===== src/rtl/controlador_2de5.sv =====
// Serial 2-of-5 word checker/decoder feeding a shift-left BCD digit buffer.
// Each accepted word takes three cycles: accept, count ones, then resolve into the buffer.
//
// state   | meaning
// --------+------------------------------------------------------
// IDLE    | waiting for valid; ready high unless full or clear
// CHECK   | latched word held; ones count being registered
// RESOLVE | ones count known; next edge commits digit or sets erro
module controlador_2de5 #(
    parameter int NDIG = 4
) (
    input  logic              clk,
    input  logic              rst_n,
    input  logic [4:0]        code,
    input  logic              valid,
    output logic              ready,
    input  logic              clear,
    output logic [4*NDIG-1:0] digits,
    output logic [2:0]        count,
    output logic              erro,
    output logic              done,
    output logic              full
);

    localparam logic [2:0] NDIG_C = 3'(NDIG);

    typedef enum logic [1:0] {
        IDLE    = 2'd0,
        CHECK   = 2'd1,
        RESOLVE = 2'd2
    } state_t;

    state_t            state;
    state_t            state_nx;
    logic [4:0]        code_q;
    logic [2:0]        ones_q;
    logic              accept;
    logic              word_ok;
    logic [4*NDIG-1:0] ins;

    // Weights 7,4,2,1,0 on code[4..0]; the 7+4 pair encodes digit 0.
    function automatic logic [3:0] decode(input logic [4:0] c);
        logic [3:0] sum;
        sum = (c[4] ? 4'd7 : 4'd0) + (c[3] ? 4'd4 : 4'd0)
            + (c[2] ? 4'd2 : 4'd0) + (c[1] ? 4'd1 : 4'd0);
        return (sum == 4'd11) ? 4'd0 : sum;
    endfunction

    assign full    = (count == NDIG_C);
    assign ready   = rst_n & (state == IDLE) & ~full & ~clear;
    assign accept  = valid & ready;
    assign word_ok = (ones_q == 3'd2);

    always_comb begin
        ins      = '0;
        ins[3:0] = decode(code_q);
    end

    always_ff @(posedge clk or negedge rst_n) begin
        if (!rst_n) begin
            state <= IDLE;
        end else begin
            state <= state_nx;
        end
    end

    always_comb begin
        state_nx = state;
        case (state)
            IDLE:    if (accept) state_nx = CHECK;
            CHECK:   state_nx = RESOLVE;
            RESOLVE: state_nx = IDLE;
            default: state_nx = IDLE;
        endcase
        if (clear) begin
            state_nx = IDLE;
        end
    end

    always_ff @(posedge clk or negedge rst_n) begin
        if (!rst_n) begin
            code_q <= '0;
            ones_q <= '0;
            digits <= '0;
            count  <= '0;
            erro   <= 1'b0;
            done   <= 1'b0;
        end else begin
            done <= 1'b0;
            if (clear) begin
                digits <= '0;
                count  <= '0;
                erro   <= 1'b0;
            end else begin
                if (accept) begin
                    code_q <= code;
                end
                if (state == CHECK) begin
                    ones_q <= 3'($countones(code_q));
                end
                if (state == RESOLVE) begin
                    done <= 1'b1;
                    if (word_ok) begin
                        digits <= (digits << 4) | ins;
                        // acceptance is blocked while full, so this guard only backs up the no-wrap rule
                        if (count != NDIG_C) begin
                            count <= count + 3'd1;
                        end
                        erro <= 1'b0;
                    end else begin
                        erro <= 1'b1;
                    end
                end
            end
        end
    end

endmodule


===== config.mk =====
export PLATFORM = sky130hd
export DESIGN_NAME = controlador_2de5
export DESIGN_NICKNAME = d
export VERILOG_FILES = /design/src/rtl/controlador_2de5.sv
export SDC_FILE = /design/constraint.sdc
export NUM_CORES = 1
export LEC_CHECK = 0
export CORE_AREA = 2 2 69 71
export CTS_CLUSTER_DIAMETER = 100
export CTS_CLUSTER_SIZE = 30
export DETAILED_ROUTE_END_ITERATION = 16
export DIE_AREA = 0 0 71 73
export DONT_BUFFER_PORTS = 1
export MAX_ROUTING_LAYER = met4
export PLACE_DENSITY = 0.53
export SYNTH_ARGS = -nofsm -noshare
export SYNTH_HDL_FRONTEND = slang
export SYNTH_SLANG_ARGS = --single-unit
export TNS_END_PERCENT = 100

===== constraint.sdc =====
create_clock -name clk -period 2.6 [get_ports clk]
set_clock_uncertainty 0.1 [all_clocks]
set_input_delay 0.26 -clock clk [delete_from_list [all_inputs] [get_ports clk]]
set_output_delay 0.26 -clock clk [all_outputs]
set_load 0.01 [all_outputs]

==> impl_metrics.tcl <==
set metrics [dict create \
    worst_r2r_path_depth 6 \
    hold_path.class "in2reg" \
    die_h_um 73 \
    r2r_end "ones_q[1]$_DFFE_PN0P_" \
    synth_top_area_share_pct 51.2 \
    status "finished, final reports clean" \
    synth_edf_count 0 \
    critPathKind "reg2reg" \
    ff2ff_setup_slack_ns 0.48 \
    cp_max_fo 3 \
    vdd_ir_drop_max_uv 355 \
    hold_violations 0 \
    netlist_top_cells_count "dfrtp_1, a21oi_1, inv_1" \
    insertion_delay_ns 0.28 \
    power_leakage_nw 0.774 \
    use_met3_pct 4.56 \
    port_buffers 0 \
    ys.warnings.count 0 \
    met1_usage_pct 16.7 \
    grt_pass1_wl_um 5490 \
    period_minus_slack_ns 2.12 \
    critPathLaunchType "flip-flop" \
    routed_wl_um 3350 \
    crit_end "ones_q[1]$_DFFE_PN0P_" \
    synth_seq_cells 31 \
    synth_area_leader_cell "dfrtp_1" \
    layout-area-overhead-vs-synth_pct 13.4 \
    wl_per_cell_um 16.6 \
    core_area_um2 4540 \
    n_antenna_cell 0 \
    multi_input_area_um2 659 \
    endpoint_kind "flip-flop" \
    busiest_layer "met2" \
    max_freq_ghz 0.471 \
    antenna_found_initial 0 \
    drc 0 \
    timing.rr.start "code_q[1]$_DFFE_PN0P_" \
    fill_cells 472 \
    rsz0062_at_grt "no" \
    netlist_area_um2 1520 \
    synth_cells 144 \
    drive_gt1_share_pct 14.9 \
    arrival_ns 2.18 \
    ys_types 30 \
    grt_max_degree 32 \
    cts_sinks 31 \
    grt.total_usage_pct 14.2 \
    drtIter0Drc 59 \
    finish.utilization_pct 37.9 \
    synthTopCellsByArea "dfrtp_1, mux2_2, a21oi_1" \
    dr.pass1.iters 4 \
    syn_avg_cell_area_um2 10.5 \
    yosysMostFrequentCell "dfrtp_1" \
    cts_buffer_depth 2 \
    maxCapViolCount 0 \
    vias_per_cell 5.40 \
    dpl-instance-area_um2 1560 \
    synth_top_flop_cell "dfrtp_1" \
    num_vias 1091 \
    fp-row-count 25 \
    initial_core_util_pct 33.4 \
    ctsRootBufferMaster "clkbuf_8" \
    die_x_um 71 \
    tightest_slew_ns 0.625 \
    crit_required_ns 2.66 \
    final_max_slew_viol_count 0 \
    place.gp.congestion 0.743 \
    tritoncts "yes" \
    die_area_um2 5180 \
    nets 165 \
    grt_overflow 0 \
    grt.met2_usage_pct 22.7 \
    ios 32 \
    place_hpwl_um 2260 \
    syn_nets 162 \
    htreeDepth 2 \
    cp-startpoint "code_q[1]$_DFFE_PN0P_" \
    p_per_area_nw_per_um2 785 \
    min_period_over_period_pct 81.6 \
    seq_area_um2 776 \
    yosysSeqAreaShare_pct 51.2 \
    postCtsSetupBuffers 0 \
    first_global_vias 1099 \
    tns_ns 0 \
    max_slew_margin_pct 58.2 \
    ctsHoldBuffers 3 \
    ant_nets 0 \
    cts_resized 0 \
    cts-buffers-inserted 5 \
    async_reset_ff_share_pct 100 \
    clkTransAtPathRegs_ns 0.06 \
    fin_area_um2 1720 \
    setup_viol 0 \
]
cell families (layout without fill, tap and decap cells):
family	after synthesis	count (layout)	share of synthesized area [%]
muxes	10	10	7.34
adders and majority gates	9	9	8.91
AOI/OAI and AO/OA	34	34	12.9
DFF	31	31	51.2
and+or+nand+nor	37	37	13.4
buffers and inverters	22	26	5.78
xor gates and xnor gates	1	1	0.578
metal layers:
metal / vias to the layer above / wire, um
met5: - / 0
met1: 545 / 1370
met3: 4 / 175
met4: 0 / 32
met2: 28 / 1770
li1: 514 / -
flip-flops by register name, indices dropped and copies added, names as in the netlist:
signal / cells
ones_q: 3
erro: 1
done: 1
code_q: 5
count: 3
digits: 16
state: 2
critical path, cell delays in order, from the launching register on:
cell     delay [ns]
dfrtp_1        0.39
inv_1          0.08
fa_1           0.51
inv_1          0.05
fa_1           0.36
ha_1           0.27
mux2_2         0.26
per-stage QoR:
| step | std cells | worst slack, ns | hold WS (ns) | total power, mW |
|---|---|---|---|---|
| 4_1_cts | 202 | 0.465 | 0.0164 | 1.37 |
| 5_1_grt | 202 | 0.383 | 0.0195 | 1.43 |
| 6_report | 202 | 0.478 | 0.0273 | 1.35 |
| 2_1_floorplan | 144 | 0.585 | -0.136 | 0.791 |
| 3_3_place_gp | 191 | 0.558 | -0.135 | 0.839 |
| 3_5_place_dp | 191 | 0.482 | -0.135 | 0.857 |
how the worst min path moves through the flow:
stage                        from                endpoint  cells after the start
after global placement      rst_n  digits[14]$_DFFE_PN0P_                      0
after floorplan             rst_n   code_q[0]$_DFFE_PN0P_                      0
final                       clear    state[1]$_DFFE_PN0P_                      1
after global routing      code[0]   code_q[0]$_DFFE_PN0P_                      1
after CTS                   clear    state[1]$_DFFE_PN0P_                      1
after detailed placement    rst_n  digits[14]$_DFFE_PN0P_                      0
final cells by class:
type / instances / share of cell area [%]
multi-input combinational: 91 / 38.3
tap: 54 / 3.93
clock inverter: 2 / 2.04
clock buffer: 6 / 4.80
inverter: 14 / 3.05
sequential: 31 / 45.1
timing repair buffer: 4 / 2.76
placed cells by master (no fill, tap or decap), drive strengths merged, types with 2 or more instances in the layout:
master       count
nand3           13
a21oi           15
inv             14
dfrtp           31
ha               6
buf              2
nor2             4
o32ai            2
nor2b            2
fa               3
and3             2
dlygate4sd3      2
nand4            2
nor3             5
o21ai           12
mux2             9
clkbuf           6
nand2            5
power by group:
group	internal, mW	switching [mW]	total, mW
Clock	0.310	0.176	0.486
Combinational	0.114	0.148	0.262
Sequential	0.526	0.0766	0.603
Total	0.949	0.401	1.35
Note: power is estimated with default switching activity, not from simulation.
